### src/rtl/fetch_sequencer_if.sv
// ----------------------------------------------------------------------------
// fetch_sequencer_if
//
// Purpose:
//   Bundles the instruction-memory request/ack bus, the fetch->decode
//   valid/ready slot and the redirect inputs of the fetch sequencer.
//
// Signal summary:
//   imem_req        sequencer -> memory   fetch request
//   imem_addr[31:0] sequencer -> memory   fetch address, stable while imem_req=1
//   imem_ack        memory -> sequencer   current request completes this cycle
//   imem_rdata[31:0]memory -> sequencer   instruction word, valid with imem_ack
//   if_valid        sequencer -> decode   slot holds a valid instruction
//   if_pc[31:0]     sequencer -> decode   PC of the slot instruction
//   if_instr[31:0]  sequencer -> decode   slot instruction
//   if_ready        decode -> sequencer   decode accepts the slot this cycle
//   redirect_valid  core -> sequencer     branch/jump taken
//   redirect_target core -> sequencer     new PC (bits [1:0] ignored)
//   exc_valid       core -> sequencer     exception request   (FETCH_EXC_EN)
//   exc_pc[31:0]    core -> sequencer     faulting PC to save (FETCH_EXC_EN)
//   epc[31:0]       sequencer -> core     saved exception PC  (FETCH_EXC_EN)
//
// Modports:
//   master  the fetch sequencer side
//   slave   the environment side (memory, decode and branch unit)
//
// Optional feature macro: FETCH_EXC_EN adds the exception signals.
// ----------------------------------------------------------------------------
interface fetch_sequencer_if;

    logic        imem_req;
    logic [31:0] imem_addr;
    logic        imem_ack;
    logic [31:0] imem_rdata;

    logic        if_valid;
    logic [31:0] if_pc;
    logic [31:0] if_instr;
    logic        if_ready;

    logic        redirect_valid;
    logic [31:0] redirect_target;

`ifdef FETCH_EXC_EN
    logic        exc_valid;
    logic [31:0] exc_pc;
    logic [31:0] epc;

    modport master (
        output imem_req, imem_addr,
        input  imem_ack, imem_rdata,
        output if_valid, if_pc, if_instr,
        input  if_ready,
        input  redirect_valid, redirect_target,
        input  exc_valid, exc_pc,
        output epc
    );

    modport slave (
        input  imem_req, imem_addr,
        output imem_ack, imem_rdata,
        input  if_valid, if_pc, if_instr,
        output if_ready,
        output redirect_valid, redirect_target,
        output exc_valid, exc_pc,
        input  epc
    );
`else
    modport master (
        output imem_req, imem_addr,
        input  imem_ack, imem_rdata,
        output if_valid, if_pc, if_instr,
        input  if_ready,
        input  redirect_valid, redirect_target
    );

    modport slave (
        input  imem_req, imem_addr,
        output imem_ack, imem_rdata,
        input  if_valid, if_pc, if_instr,
        output if_ready,
        output redirect_valid, redirect_target
    );
`endif

endinterface

### src/rtl/fetch_sequencer.sv
// ----------------------------------------------------------------------------
// fetch_sequencer
//
// Purpose:
//   Owns the program counter of the MIPS datapath, issues instruction fetches
//   to instruction memory with a req/ack handshake, presents each fetched
//   instruction to decode through a one-entry valid/ready slot and applies
//   branch/jump redirects, including redirects that arrive while a fetch is
//   still outstanding (the in-flight result is then squashed).
//
// Parameters:
//   RESET_VECTOR  PC loaded on reset
//   PC_STEP       sequential PC increment in bytes
//   EXC_VECTOR    exception handler address (FETCH_EXC_EN only)
//
// Ports:
//   clock   in  system clock, all state updates on the rising edge
//   reset   in  asynchronous reset, active low (asserted when 0)
//   bus     fetch_sequencer_if.master: memory bus, decode slot, redirect
//           inputs and (with FETCH_EXC_EN) exception request / saved EPC
//
// Optional feature macro: FETCH_EXC_EN
//   Adds exc_valid / exc_pc / epc. An exception outranks redirect and ack in
//   every state, saves exc_pc into epc and redirects fetch to EXC_VECTOR.
// ----------------------------------------------------------------------------
module fetch_sequencer #(
    parameter logic [31:0] RESET_VECTOR = 32'h0000_0000,
    parameter int unsigned PC_STEP      = 4
`ifdef FETCH_EXC_EN
    ,
    parameter logic [31:0] EXC_VECTOR   = 32'h0000_0080
`endif
) (
    input  logic                 clock,
    input  logic                 reset,
    fetch_sequencer_if.master    bus
);

    // BOOT  : one idle cycle after reset before the first request
    // FETCH : request outstanding, result will be delivered
    // DRAIN : request outstanding, result will be discarded (redirect pending)
    // FULL  : slot holds an instruction waiting for decode
    typedef enum logic [1:0] {
        BOOT  = 2'd0,
        FETCH = 2'd1,
        DRAIN = 2'd2,
        FULL  = 2'd3
    } state_t;

    localparam logic [31:0] PC_INC = 32'(PC_STEP);

    state_t      state,       state_next;
    logic [31:0] pc,          pc_next;
    logic        slot_valid,  slot_valid_next;
    logic [31:0] slot_pc,     slot_pc_next;
    logic [31:0] slot_instr,  slot_instr_next;
    logic        redir_pend,  redir_pend_next;
    logic [31:0] redir_tgt,   redir_tgt_next;
`ifdef FETCH_EXC_EN
    logic [31:0] epc_q,       epc_next;
`endif

    // Unified control-flow change request: an exception (if enabled) or a
    // redirect, with the target already word aligned.
    logic        jump;
    logic [31:0] jump_tgt;
    logic [31:0] redirect_aligned;

    assign redirect_aligned = bus.redirect_target & ~32'h0000_0003;

    // The memory address always mirrors the PC; while a request is
    // outstanding the PC is frozen (pending redirects go to redir_tgt),
    // which keeps imem_addr stable until the ack.
    assign bus.imem_req  = (state == FETCH) || (state == DRAIN);
    assign bus.imem_addr = pc;
    assign bus.if_valid  = slot_valid;
    assign bus.if_pc     = slot_pc;
    assign bus.if_instr  = slot_instr;
`ifdef FETCH_EXC_EN
    assign bus.epc       = epc_q;
`endif

    // State register: all sequential state, asynchronously cleared.
    always_ff @(posedge clock or negedge reset) begin
        if (!reset) begin
            state      <= BOOT;
            pc         <= RESET_VECTOR;
            slot_valid <= 1'b0;
            slot_pc    <= 32'h0;
            slot_instr <= 32'h0;
            redir_pend <= 1'b0;
            redir_tgt  <= 32'h0;
`ifdef FETCH_EXC_EN
            epc_q      <= 32'h0;
`endif
        end else begin
            state      <= state_next;
            pc         <= pc_next;
            slot_valid <= slot_valid_next;
            slot_pc    <= slot_pc_next;
            slot_instr <= slot_instr_next;
            redir_pend <= redir_pend_next;
            redir_tgt  <= redir_tgt_next;
`ifdef FETCH_EXC_EN
            epc_q      <= epc_next;
`endif
        end
    end

    // Next-state logic: every register holds by default, then the current
    // state decides what the handshake and redirect inputs change.
    always_comb begin
        state_next      = state;
        pc_next         = pc;
        slot_valid_next = slot_valid;
        slot_pc_next    = slot_pc;
        slot_instr_next = slot_instr;
        redir_pend_next = redir_pend;
        redir_tgt_next  = redir_tgt;
        jump            = bus.redirect_valid;
        jump_tgt        = redirect_aligned;
`ifdef FETCH_EXC_EN
        epc_next        = epc_q;
        // Exception wins over a simultaneous redirect, which is dropped.
        if (bus.exc_valid) begin
            jump     = 1'b1;
            jump_tgt = EXC_VECTOR;
            epc_next = bus.exc_pc;
        end
`endif

        case (state)
            BOOT: begin
                if (jump) begin
                    pc_next = jump_tgt;
                end
                state_next = FETCH;
            end

            FETCH: begin
                if (bus.imem_ack) begin
                    if (jump) begin
                        // Result arrives together with a redirect: drop it
                        // and refetch from the target next cycle.
                        pc_next = jump_tgt;
                    end else begin
                        slot_valid_next = 1'b1;
                        slot_pc_next    = pc;
                        slot_instr_next = bus.imem_rdata;
                        pc_next         = pc + PC_INC;
                        state_next      = FULL;
                    end
                end else if (jump) begin
                    // The address must not move under an outstanding
                    // request, so the target waits in redir_tgt.
                    redir_pend_next = 1'b1;
                    redir_tgt_next  = jump_tgt;
                    state_next      = DRAIN;
                end
            end

            DRAIN: begin
                if (bus.imem_ack) begin
                    if (jump) begin
                        pc_next = jump_tgt;
                    end else if (redir_pend) begin
                        pc_next = redir_tgt;
                    end
                    redir_pend_next = 1'b0;
                    state_next      = FETCH;
                end else if (jump) begin
                    redir_tgt_next = jump_tgt;
                end
            end

            FULL: begin
                if (jump) begin
                    slot_valid_next = 1'b0;
                    pc_next         = jump_tgt;
                    state_next      = FETCH;
                end else if (bus.if_ready) begin
                    slot_valid_next = 1'b0;
                    state_next      = FETCH;
                end
            end

            default: begin
                state_next = BOOT;
            end
        endcase
    end

endmodule

### src/flat_wrapper.sv
// flat-port wrapper written by rule: the top's interface ports become plain ports
module fetch_sequencer_flat 
#(
    parameter logic [31:0] RESET_VECTOR = 32'h0000_0000,
    parameter int unsigned PC_STEP      = 4

)
  (clock, reset, bus_imem_req, bus_imem_addr, bus_imem_ack, bus_imem_rdata, bus_if_valid, bus_if_pc, bus_if_instr, bus_if_ready, bus_redirect_valid, bus_redirect_target);
  fetch_sequencer_if bus_i ();
  input  logic clock;
  input  logic reset;
  output wire logic [$bits(bus_i.imem_req)-1:0] bus_imem_req;
  output wire logic [$bits(bus_i.imem_addr)-1:0] bus_imem_addr;
  input wire logic [$bits(bus_i.imem_ack)-1:0] bus_imem_ack;
  input wire logic [$bits(bus_i.imem_rdata)-1:0] bus_imem_rdata;
  output wire logic [$bits(bus_i.if_valid)-1:0] bus_if_valid;
  output wire logic [$bits(bus_i.if_pc)-1:0] bus_if_pc;
  output wire logic [$bits(bus_i.if_instr)-1:0] bus_if_instr;
  input wire logic [$bits(bus_i.if_ready)-1:0] bus_if_ready;
  input wire logic [$bits(bus_i.redirect_valid)-1:0] bus_redirect_valid;
  input wire logic [$bits(bus_i.redirect_target)-1:0] bus_redirect_target;
  assign bus_imem_req = bus_i.imem_req;
  assign bus_imem_addr = bus_i.imem_addr;
  assign bus_i.imem_ack = bus_imem_ack;
  assign bus_i.imem_rdata = bus_imem_rdata;
  assign bus_if_valid = bus_i.if_valid;
  assign bus_if_pc = bus_i.if_pc;
  assign bus_if_instr = bus_i.if_instr;
  assign bus_i.if_ready = bus_if_ready;
  assign bus_i.redirect_valid = bus_redirect_valid;
  assign bus_i.redirect_target = bus_redirect_target;
  fetch_sequencer #(.RESET_VECTOR(RESET_VECTOR), .PC_STEP(PC_STEP)) u_core (.clock(clock), .reset(reset), .bus(bus_i));
endmodule
### config.mk
export PLATFORM = sky130hd
export DESIGN_NAME = fetch_sequencer_flat
export DESIGN_NICKNAME = d
export VERILOG_FILES = /design/src/rtl/fetch_sequencer_if.sv /design/src/rtl/fetch_sequencer.sv /design/src/flat_wrapper.sv
export SDC_FILE = /design/constraint.sdc
export NUM_CORES = 1
export LEC_CHECK = 0
export ABC_AREA = 1
export CELL_PAD_IN_SITES_DETAIL_PLACEMENT = 0
export CELL_PAD_IN_SITES_GLOBAL_PLACEMENT = 1
export CORE_MARGIN = 3
export CORE_UTILIZATION = 36
export CTS_CLUSTER_DIAMETER = 150
export DETAILED_ROUTE_END_ITERATION = 10
export GPL_TIMING_DRIVEN = 0
export HOLD_SLACK_MARGIN = 0.15
export PLACE_DENSITY_LB_ADDON = 0.25
export SLEW_MARGIN = 20
export SYNTH_ARGS = -nofsm -noshare
export SYNTH_HDL_FRONTEND = slang
export SYNTH_SLANG_ARGS = --single-unit
### constraint.sdc
create_clock -name clock -period 2.5 [get_ports clock]
set_clock_uncertainty 0.15 [all_clocks]
set_input_delay 0.25 -clock clock [delete_from_list [all_inputs] [get_ports clock]]
set_output_delay 0.25 -clock clock [all_outputs]
set_load 0.005 [all_outputs]
==> results.ini, run 1 <==
[run_status]
outcome=finished, final reports clean

[worst_setup_path]
path_class=reg2out
max_stage_delay_ps=530
path_buf_inv=3
worst_setup_path_start_kind=flop
slowest_stage=clkdlybuf4s50_1
cp_max_fo=8
worstPathArrival_ps=1980
critPathRequiredTime_ps=2100
critical_path.top_delay_family=buffers and inverters
r2r_slack_ps=230
r2r_cells=9
worstPathCellList=inv_1 -> ha_1 -> clkinv_1 -> clkdlybuf4s50_1
worstReg2RegEnd=u_core.bus.imem_addr[19]
worst_r2r_startpoint=u_core.state[0]
worstSetupEndpointType=primary output

[sta]
min_period_over_period_pct=95.3
finalSetupViolations=0
worst_pin_slew_ps=573
relSlewSlack_pct=61.8
layout_min_cycle_time_ps=2380
slew_violations=0
totalNegativeSetupSlack_ps=0
hold_violations=0
timing.fmax_mhz=420
rsz0062_at_grt=no

[floorplanning]
die_y_um=140
die-area_sq_um=19700
coreArea_sq_um=17500
ios=167
row_count=48
die_w_um=140
start_util_pct=37.3

[global_route]
grt-ovfl-total=0
grt_max_degree=80
grt_pass1_wl_mm=31.1
grt_usage_pct=20.1
antenna_found_initial=0
grt_pass1_vias=5613

[placed_design]
gp_congestion=0.831
place_area_sq_um=8430
io_buffers=159
place_hpwl_mm=14.4

[detailed_routing]
postRouteWirelength_mm=19.4
wl_met3_mm=1.28
vias=5752
post_drt_wl_per_cell_um=16.4
drt_first_pass_iters=5
highest_layer=met4
routed_via_density=4.86
drt_iter0_drc=401
drc=0
routedLengthMet1_mm=9.13
antenna_left=0
wl_met2_mm=8.84

[layout]
utilization_pct=51.9
antenna_cells=0
layout_commonest_cell=nand2_1
layout.nets=1019
area_delta_synth_final_pct=39.3
final_cell_mix=nand2_1, clkdlybuf4s50_1, dfrtp_1
final_cell_area_sq_um=9070
drive_gt1_share_pct=14.3
multi_input_area_sq_um=2820
nFillCells=1675
seqCellArea_sq_um=3150

[clock_tree]
cts.sinks=126
root_buffer=clkbuf_16
post_cts_resized=0
cts_tree=yes
clock_latency_ps=430
clk_pin_slew_ps=60
postCtsHoldBufs=2
cts_setup_buffers=0
h-tree-depth=4
cts_made_buffers=17
clockBufferDepth=2

[yosys]
synth_area_sq_um=6510
synth.distinct_cells=38
yosysSeqAreaShare_pct=48.4
syn_avg_cell_area_sq_um=8.54
yosysWarnings=0
ys_ff_latch=126
synth_cells=762

[pwr]
power_uw=11900
p_leak_uw=0.00409
ir_drop_v=0.000600
power_density_nw_per_um2=1310

[job]
cap_viol_max_count=0

[min_path]
min_path_type=in2async

==> layout make-up <==
type,instances,area share (%)
plain buffers,38,2.80
well taps,225,3.10
clock buffers,17,4.69
clock inverters,15,2.14
multi-input cells,523,31.1
repair buffers,162,18.1
flip-flops and latches,126,34.8
inverters,78,3.28
==> routing by layer <==
metal	vias up	GRT usage, %
met5	-	0
met4	0	5.30
met3	12	5.16
met2	184	30.7
met1	2674	28.5
li1	2882	-
==> metrics by stage <==
stage / std cells / setup slack, ps / hold slack [ps]
floorplan: 765 / 672 / -196
global placement: 1149 / -4260 / 311
global route: 1184 / 3.70 / 204
detailed placement: 1150 / 277 / 40.6
finish: 1184 / 118 / 173
CTS: 1184 / 103 / 179
==> Yosys cell counts, drive strengths merged <==
cell type,n,area share (%)
a211oi,1,0.12
a21boi,5,0.58
a21oi,53,4.1
a22oi,11,1.3
a31oi,1,0.096
a32oi,1,0.13
a41oi,1,0.13
buf,28,3.3
clkbuf,10,0.60
clkinv,1,0.058
conb,1,0.058
dfrtp,126,48
ha,4,0.77
inv,77,4.5
mux2,47,8.1
nand2,174,10
nand3,46,3.8
nand4,4,0.38
nor2,70,5.0
nor3,15,1.3
o21ai,78,6.1
o21bai,1,0.12
o22ai,7,0.67
==> logic make-up (layout without fill, tap and decap cells) <==
logic type      Yosys count  after routing  share of synthesized area [%]
simple gates            309            309                           20.9
fa+ha+maj                 4              4                          0.769
flops                   126            126                           48.4
compound gates          159            159                           13.2
buf+inv                 116            310                           8.47
other cells               1              4                         0.0576
mux                      47             47                           8.13
==> sequential cells by signal (all words and copies together) (netlist names) <==
signal / cells
u_core.bus.if_instr: 32
u_core.bus.if_pc: 30
u_core.bus.if_valid: 1
u_core.bus.imem_addr: 30
u_core.redir_pend: 1
u_core.redir_tgt: 30
u_core.state: 2
==> report_power, final <==
part | internal [uW] | leakage, uW | total [uW] | switching [uW]
Sequential | 3060 | 0.00151 | 3860 | 800
Clock | 1600 | 0.000306 | 2630 | 1030
Combinational | 2720 | 0.00228 | 5400 | 2680
Total | 7390 | 0.00409 | 11900 | 4510
==> worst max path at each step <==
| stage | slack, ps | from | end | cells past startpoint |
|---|---|---|---|---|
| finish | 120 | u_core.state[0] | bus_imem_req | 4 |
| global route | 4 | u_core.state[0] | bus_imem_req | 4 |
| CTS | 100 | u_core.state[0] | bus_imem_req | 4 |
| detailed placement | 280 | u_core.state[1] | u_core.bus.imem_addr[31] | 8 |
| global placement | -4260 | reset | u_core.bus.imem_addr[4] | 1 |
| floorplan | 670 | u_core.state[0] | u_core.redir_tgt[10] | 6 |
Power figures use the tool's default switching activity.
==> inputs of run 2 (changes only) <==
PLACE_DENSITY = 0.88   (was not set)
PLACE_DENSITY_LB_ADDON = not set   (was 0.25)
==> run 2 against run 1 <==
  * Sequential power about the same
  * Via count increased by 1.9%
  * Sequential share of layout area increased by 0.14 points
  * First-iteration DRC count increased by 33%
  * Die area unchanged
  * Global-route usage decreased by 0.089 points
  * Hold slack improved by 66 ps
  * Combinational power increased by 0.9%
  * Highest routed layer unchanged
==> results.ini, run 2 (synthesis results as in run 1) <==
[floorplanning]
row_count=48
die-area_sq_um=19700
die_w_um=140
start_util_pct=37.3
die_y_um=140
coreArea_sq_um=17500
ios=167

[layout]
nFillCells=1640
final_cell_mix=nand2_1, clkdlybuf4s50_1, dfrtp_1
area_delta_synth_final_pct=38.7
layout_commonest_cell=nand2_1
utilization_pct=51.7
layout.nets=1019
drive_gt1_share_pct=14.0
largest_reg_flops=32
final_cell_area_sq_um=9030
stdcell_count=1182
antenna_cells=0

[pwr]
p_leak_uw=0.00408
power_density_nw_per_um2=1300
ir_drop_v=0.000602

[worst_setup_path]
worstSetupEndpointType=primary output
worst_setup_path_start_kind=flop
critPathRequiredTime_ps=2100
path_class=reg2out
cp_max_fo=8
worstPathArrival_ps=1970

[min_path]
min_path_type=in2async

[sta]
relSlewSlack_pct=61.5
worst_pin_slew_ps=578
rsz0062_at_grt=no
finalSetupViolations=0
hold_violations=0
slew_violations=0
timing.fmax_mhz=422
layout_min_cycle_time_ps=2370
min_period_over_period_pct=94.8

[global_route]
busiest_layer=met2
grt.met3_usage_pct=3.55
grt_pass1_vias=5569
gr-usage-met1_pct=27.6
grt_usage_pct=20.0
grt_pass1_wl_mm=30.9
antenna_found_initial=0
use_met2_pct=32.0
grt-ovfl-total=0
grt_max_degree=77

[detailed_routing]
routed_via_density=4.96
post_drt_wl_per_cell_um=16.7
drt_first_pass_iters=5
drc=0
antenna_left=0
drt_iter0_drc=534
postRouteWirelength_mm=19.8
vias=5863

[clock_tree]
cts_tree=yes
cts_setup_buffers=0
cts_made_buffers=17
clk_pin_slew_ps=50
clockBufferDepth=2
root_buffer=clkbuf_16
clock_latency_ps=430
cts.sinks=126
h-tree-depth=4

[placed_design]
place_area_sq_um=8430
gp_congestion=0.903
io_buffers=159
place_hpwl_mm=14.9
dp_cells=1150

[run_status]
outcome=finished, final reports clean

[job]
cap_viol_max_count=0

## run 2: power breakdown
part,total [uW],switching [uW],internal [uW]
logic,5450,2720,2730
registers,3860,793,3070
clock network,2470,896,1580
total,11800,4410,7370
## run 2: final timing paths
path,start,to,slack (ps),cells past startpoint
max,u_core.state[0],bus_imem_req,130,4
min,reset,u_core.bus.if_pc[28],240,2
max reg2reg,u_core.state[1],u_core.bus.imem_addr[31],250,8
min reg2reg,u_core.redir_tgt[22],u_core.redir_tgt[22],330,2
max in group asynchronous,reset,u_core.bus.if_instr[5],1290,3
min in group clock,bus_imem_rdata[9],u_core.bus.if_instr[9],270,2
## run 2: final cells by class
class                      count  area, sq um  area share (%)
clock buffer                  23          498            5.51
buffer                        38          254            2.81
multi-input combinational    523         2820            31.2
timing repair buffer         162         1640            18.2
clock inverter                 7         85.1           0.942
sequential                   126         3150            34.9
inverter                      78          298            3.30
tap                          225          282            3.12
## run 2: metrics by stage
stage | total power [uW] | hold WS [ps] | setup TNS [ps] | worst slack (ps)
final | 11800 | 239 | 0 | 130
after global routing | 12600 | 276 | 0 | 55.3
after CTS | 11800 | 262 | 0 | 123
after detailed placement | 9310 | 126 | 0 | 304
after global placement | 9200 | 310 | -520620 | -4140
after floorplan | 6560 | -196 | 0 | 672
## run 2: repair_timing
action | CTS | global route
setup endpoints to repair | 0 | 0
hold buffers | 2 | 0
endpoints found under the hold margin | 129 | 0
resized for setup | 0 | 0
## run 2: critical path, cell delays in order (launching register included)
cell and delay (ps):
dfrtp_1 390, inv_1 60, ha_1 320, clkinv_1 250
clkdlybuf4s50_1 530
## run 2: metal layers
metal	wire [um]	share of wire [%]
met4	354	1.8
met5	0	0
met3	914	4.6
met1	8970	45
met2	9560	48
